`config.mk`:
```
export PLATFORM = sky130hd
export DESIGN_NAME = spot_allocator
export DESIGN_NICKNAME = d
export VERILOG_FILES = /design/src/rtl/spot_allocator.sv
export SDC_FILE = /design/constraint.sdc
export NUM_CORES = 1
export LEC_CHECK = 0
export CORE_ASPECT_RATIO = 1.75
export CORE_UTILIZATION = 40
export CTS_CLUSTER_DIAMETER = 80
export DETAILED_ROUTE_END_ITERATION = 8
export PLACE_DENSITY = 0.68
export SYNTH_ARGS = -nofsm -noshare
export SYNTH_HDL_FRONTEND = slang
export SYNTH_SLANG_ARGS = --single-unit
```
`constraint.sdc`:
```
create_clock -name clk -period 1.8 [get_ports clk]
set_input_delay 0.54 -clock clk [delete_from_list [all_inputs] [get_ports clk]]
set_output_delay 0.54 -clock clk [all_outputs]
set_load 0.005 [all_outputs]
```
`src/rtl/spot_allocator.sv`:
```
// Eight-spot parking allocator: serves one entry or exit request at a time, exit first, then holds the barrier open.
// Latency: responses are registered pulses one cycle after sampling. Backpressure: requests are level-held and ignored until the served one drops.
module spot_allocator #(
    parameter int GATE_CYCLES = 4
) (
    input  logic       clk,
    input  logic       rst,
    input  logic       entry_req,
    input  logic       exit_req,
    input  logic [2:0] exit_spot,
    output logic       entry_ack,
    output logic [2:0] entry_spot,
    output logic       entry_deny,
    output logic       exit_ack,
    output logic       exit_err,
    output logic       gate_open,
    output logic [7:0] new_capacity,
    output logic       full
);
    localparam logic [3:0] GATE_LOAD = 4'(GATE_CYCLES);

    typedef enum logic [1:0] {IDLE, GATE, WAIT_LOW} state_t;

    state_t     state_q, state_d;
    logic [7:0] occ_q, occ_d;
    logic [2:0] spot_q, spot_d;
    logic [3:0] timer_q, timer_d;
    logic       gate_q, gate_d;
    logic       served_exit_q, served_exit_d;
    logic       entry_ack_q, entry_ack_d;
    logic       entry_deny_q, entry_deny_d;
    logic       exit_ack_q, exit_ack_d;
    logic       exit_err_q, exit_err_d;
    logic [2:0] free_idx;
    logic       lot_full;

    assign lot_full = (occ_q == 8'hFF);

    // Descending scan so the last assignment wins with the lowest free index.
    always_comb begin
        free_idx = 3'd0;
        for (int i = 7; i >= 0; i--) begin
            if (!occ_q[i]) free_idx = 3'(i);
        end
    end

    always_comb begin
        state_d       = state_q;
        occ_d         = occ_q;
        spot_d        = spot_q;
        timer_d       = timer_q;
        gate_d        = 1'b0;
        served_exit_d = served_exit_q;
        entry_ack_d   = 1'b0;
        entry_deny_d  = 1'b0;
        exit_ack_d    = 1'b0;
        exit_err_d    = 1'b0;
        case (state_q)
            IDLE: begin
                if (exit_req) begin
                    served_exit_d = 1'b1;
                    if (occ_q[exit_spot]) begin
                        occ_d[exit_spot] = 1'b0;
                        exit_ack_d       = 1'b1;
                        timer_d          = GATE_LOAD;
                        state_d          = GATE;
                    end else begin
                        exit_err_d = 1'b1;
                        state_d    = WAIT_LOW;
                    end
                end else if (entry_req) begin
                    served_exit_d = 1'b0;
                    if (!lot_full) begin
                        occ_d[free_idx] = 1'b1;
                        spot_d          = free_idx;
                        entry_ack_d     = 1'b1;
                        timer_d         = GATE_LOAD;
                        state_d         = GATE;
                    end else begin
                        entry_deny_d = 1'b1;
                        state_d      = WAIT_LOW;
                    end
                end
            end
            GATE: begin
                // Timer only counts down while nonzero, so it can never wrap.
                if (timer_q != 4'd0) begin
                    gate_d  = 1'b1;
                    timer_d = timer_q - 4'd1;
                end else begin
                    state_d = WAIT_LOW;
                end
            end
            WAIT_LOW: begin
                if (!(served_exit_q ? exit_req : entry_req)) state_d = IDLE;
            end
            default: state_d = IDLE;
        endcase
    end

    always_ff @(posedge clk) begin
        if (rst) begin
            state_q       <= IDLE;
            occ_q         <= 8'h00;
            spot_q        <= 3'd0;
            timer_q       <= 4'd0;
            gate_q        <= 1'b0;
            served_exit_q <= 1'b0;
            entry_ack_q   <= 1'b0;
            entry_deny_q  <= 1'b0;
            exit_ack_q    <= 1'b0;
            exit_err_q    <= 1'b0;
        end else begin
            state_q       <= state_d;
            occ_q         <= occ_d;
            spot_q        <= spot_d;
            timer_q       <= timer_d;
            gate_q        <= gate_d;
            served_exit_q <= served_exit_d;
            entry_ack_q   <= entry_ack_d;
            entry_deny_q  <= entry_deny_d;
            exit_ack_q    <= exit_ack_d;
            exit_err_q    <= exit_err_d;
        end
    end

    assign entry_ack    = entry_ack_q;
    assign entry_spot   = spot_q;
    assign entry_deny   = entry_deny_q;
    assign exit_ack     = exit_ack_q;
    assign exit_err     = exit_err_q;
    assign gate_open    = gate_q;
    assign new_capacity = occ_q;
    assign full         = lot_full;

endmodule

```
==> results.txt <==
The run finished with clean final reports. The floorplan core area came out at 2550 µm². The net count reported at finish came out at 196. The library cells used most frequently in the layout, excluding fill and tap cells, are 35 x buf_4, 16 x dfxtp_1, 13 x nor2_1, 12 x a21oi_1, 11 x nand2_1. The count of maximum capacitance violations is 0.

Setup repair after global routing left no endpoint under its margin. Yosys attributes the largest share of cell area to dfxtp_1 42%, a21oi_1 5.5%, nor2_1 4.8%. In this run the worst hold path is classified as reg2reg. Before antenna repair, the detailed router went through 4 iterations. The utilization after layout came out at 67.4%.

The number of sinks handled by clock tree synthesis came out at 23. The number of antenna violations at the first check in global routing is 0. Entering global routing, the biggest net connects 14 pins. The layout-stage area growth over the synthesis result came out at 57.3%.

The mean instance size in the synthesized netlist is 8.75 µm². The design draws 1.12 mW. The power density relative to cell area came out at 652 nW/µm². The final estimated routing congestion in global placement is 0.864. Leaving out fill and tap cells, the most frequent cell in the layout is buf_4. The hold buffer count at cts is 0. In this run the core area contains 24 standard-cell rows.

The multiplexer fraction of the synthesized cell area came out at 5.72%. The static leakage power is 0.813 nW. TritonCTS built the clock tree. The clock period minus worst slack came out at 1.77 ns. The via count of the first global-routing pass is 1230. In this run the critical register-to-register path is launched from new_capacity[4]. The final global-route overflow total came out at 0.

The adder-cell share of the synthesized area came out at 1.14%. The per-cell via count in the routed design is 5.65. The number of antenna repair diodes is 0. The worst-case IR drop observed on VDD is 0.452 mV. The worst path uses 98.5% of the clock period. The post-synthesis xor/xnor area fraction came out at 0.801%. The number of buffers between clock root and the deepest sink came out at 2.

After synthesis, the largest family of logic cells by area is simple AND/OR/NAND/NOR gates. Counting cells, the worst reg-to-reg path comes to 6. The synthesized netlist net count is 133. After filler insertion, the fill cell instance count of the layout stands at 219. The flop-to-flop setup slack came out at 0.14 ns.

STA classifies the critical path startpoint as a register. The worst register-to-register path ends at timer_q[1]. The die area is 2960 µm². The top cell type's share of synthesized area is 42.1%. The total CTS buffers is 3.

The number of endpoints with negative hold slack in the final report came out at 0. In the final routed layout, each cell accounts on average for 15.6 µm. The synthesized design spends more area on one cell type than any other, namely dfxtp_1. The fraction of final layout cells sized beyond drive strength 1 came out at 33.2%. For the pin with the worst max-slew slack, the measured transition is 0.344 ns. The I/O pin total is 24. The CTS root buffer is clkbuf_8. The setup path with the least slack is of type reg2out. The flip-flop and latch area came out at 469 µm². The startpoint of the worst setup timing path is new_capacity[4]. The via total after detailed routing came out at 1204.

The synthesized area came out at 1090 µm². The number of max-slew violations in the final report is 0. The worst endpoint required time came out at 1.26 ns.

The maximum fanout along the worst path came out at 5. The relative slew slack is 77.0%. Counting flops and latches in the post-synthesis netlist gives 23. The clock arrives with 0.00602 ns of skew.

Summing all multi-input logic gate instances after layout gives 617 µm². The die outline height came out at 71.2 µm. The number of unique standard cell types used by synthesis came out at 37. The critical path data arrival time is 1.23 ns. The count of buffers added on input and output ports is 23. The clock latency on the worst-skew pair is 0.27 ns. The top achievable clock speed came out at 564 MHz. The residual DRC count is 0. The clock-pin slew reported for the worst setup and hold paths after clock tree synthesis came out at 0.09 ns.

The cell count after synthesis came out at 125. The total number of yosys warnings is 0. The synthesized netlist devotes 23.2% of its cell area to compound gates. The die is 41.5 µm wide. The synthesized netlist devotes 23.6% of its cell area to simple gates. The worst setup path is captured at an output pin.

The total half-perimeter wirelength after legalization and detailed placement came out at 2450 µm. The sequential fraction of the synthesis area is 42.1%. The number of DRC markers after the initial detailed-route iteration is 31. Setup violations remaining at the end of the flow were counted as 0. The starting density of the core is 42.8%. The first global-routing pass estimated 5570 µm of wire. CTS built an H-tree with a depth of 1. The total global-route track usage came out at 24.5%.

Summed over all layers, the routed wires come to 3330 µm. In this run the worst setup path terminates at new_capacity[4]. The number of antenna-violating nets in the routed design is 0.
## sequential cells by signal (all words and copies together) (netlist names)
register / cells
new_capacity: 8
entry_spot: 3
entry_ack: 1
exit_err: 1
state_q: 2
entry_deny: 1
served_exit_q: 1
exit_ack: 1
gate_open: 1
timer_q: 4
## synth_stat cells, drive strengths merged
cell / n
buf: 2
mux4: 1
dfxtp: 23
nor3: 7
mux2i: 4
nor2: 15
ha: 1
nor3b: 1
a21oi: 12
nor4b: 1
nand4: 2
inv: 5
or3: 1
o2111ai: 2
a21o: 1
a32oi: 1
clkbuf: 1
a22oi: 2
o21a: 3
nor4: 1
a311o: 1
and2: 1
nand2b: 2
a31oi: 2
xnor2: 1
and3: 2
o21ai: 8
o22a: 1
nor2b: 3
a311oi: 1
a211oi: 5
nand2: 12
## per-layer routing
layer	GRT usage [%]	share of wire (%)	wire, µm	vias to the layer above
met5	0	0	0	-
met4	14.3	3.5	116	0
met3	3.06	2.7	90	11
met2	47.4	57	1910	38
met1	23.4	37	1220	568
li1	-	-	-	587
## report_power, final
part           switching (mW)  leakage [nW]  internal, mW
Clock                   0.181        0.0255         0.155
Sequential             0.0257         0.191         0.534
Combinational           0.107         0.596         0.119
## critical path, cell delays in order (launching register included)
cell	delay, ns
dfxtp_2	0.36
buf_6	0.11
clkdlybuf4s50_1	0.49
## logic make-up after synthesis
| group | after synthesis |
|---|---|
| simple gates | 48 |
| compound gates | 39 |
| flops | 23 |
| buf+inv | 8 |
| mux | 5 |
| xor+xnor | 1 |
| fa+ha+maj | 1 |
## cell type report
class | instances | share of cell area, %
Multi-Input combinational cell | 94 | 35.9
Timing Repair Buffer | 61 | 31.2
Sequential cell | 23 | 27.3
Clock buffer | 3 | 2.40
Tap cell | 26 | 1.89
Inverter | 5 | 1.09
Clock inverter | 1 | 0.291
## how the worst min path moves through the flow
stage | endpoint | slack (ns) | from | cells after the start
floorplan | entry_spot[1] | 0.45 | entry_spot[1] | 2
finish | entry_spot[0] | 0.46 | entry_spot[0] | 2
detailed placement | entry_spot[0] | 0.45 | entry_spot[0] | 2
global placement | entry_spot[1] | 0.44 | entry_spot[1] | 2
CTS | entry_spot[1] | 0.46 | entry_spot[1] | 2
global route | entry_spot[0] | 0.49 | entry_spot[0] | 2
## per-stage QoR
step | hold slack (ns) | setup slack [ns] | TNS (ns) | cell area [µm²] | std cells
6_report | 0.462 | 0.0276 | 0 | 1720 | 213
3_5_place_dp | 0.453 | -0.592 | -8.82 | 1560 | 201
3_3_place_gp | 0.442 | -0.540 | -8.13 | 1560 | 201
5_1_grt | 0.489 | 0.00276 | 0 | 1720 | 213
2_1_floorplan | 0.448 | -0.0202 | -0.0469 | 1090 | 125
4_1_cts | 0.463 | 0.00135 | 0 | 1680 | 211
## what timing repair did
action	4_1_cts	5_1_grt
pin swaps	3	4
setup buffers	6	2
resized for setup	18	16
endpoints found under the hold margin	0	0
endpoints found under the setup margin	23	14
gates cloned	0	0
No activity file was read; power rests on OpenSTA's default activity.
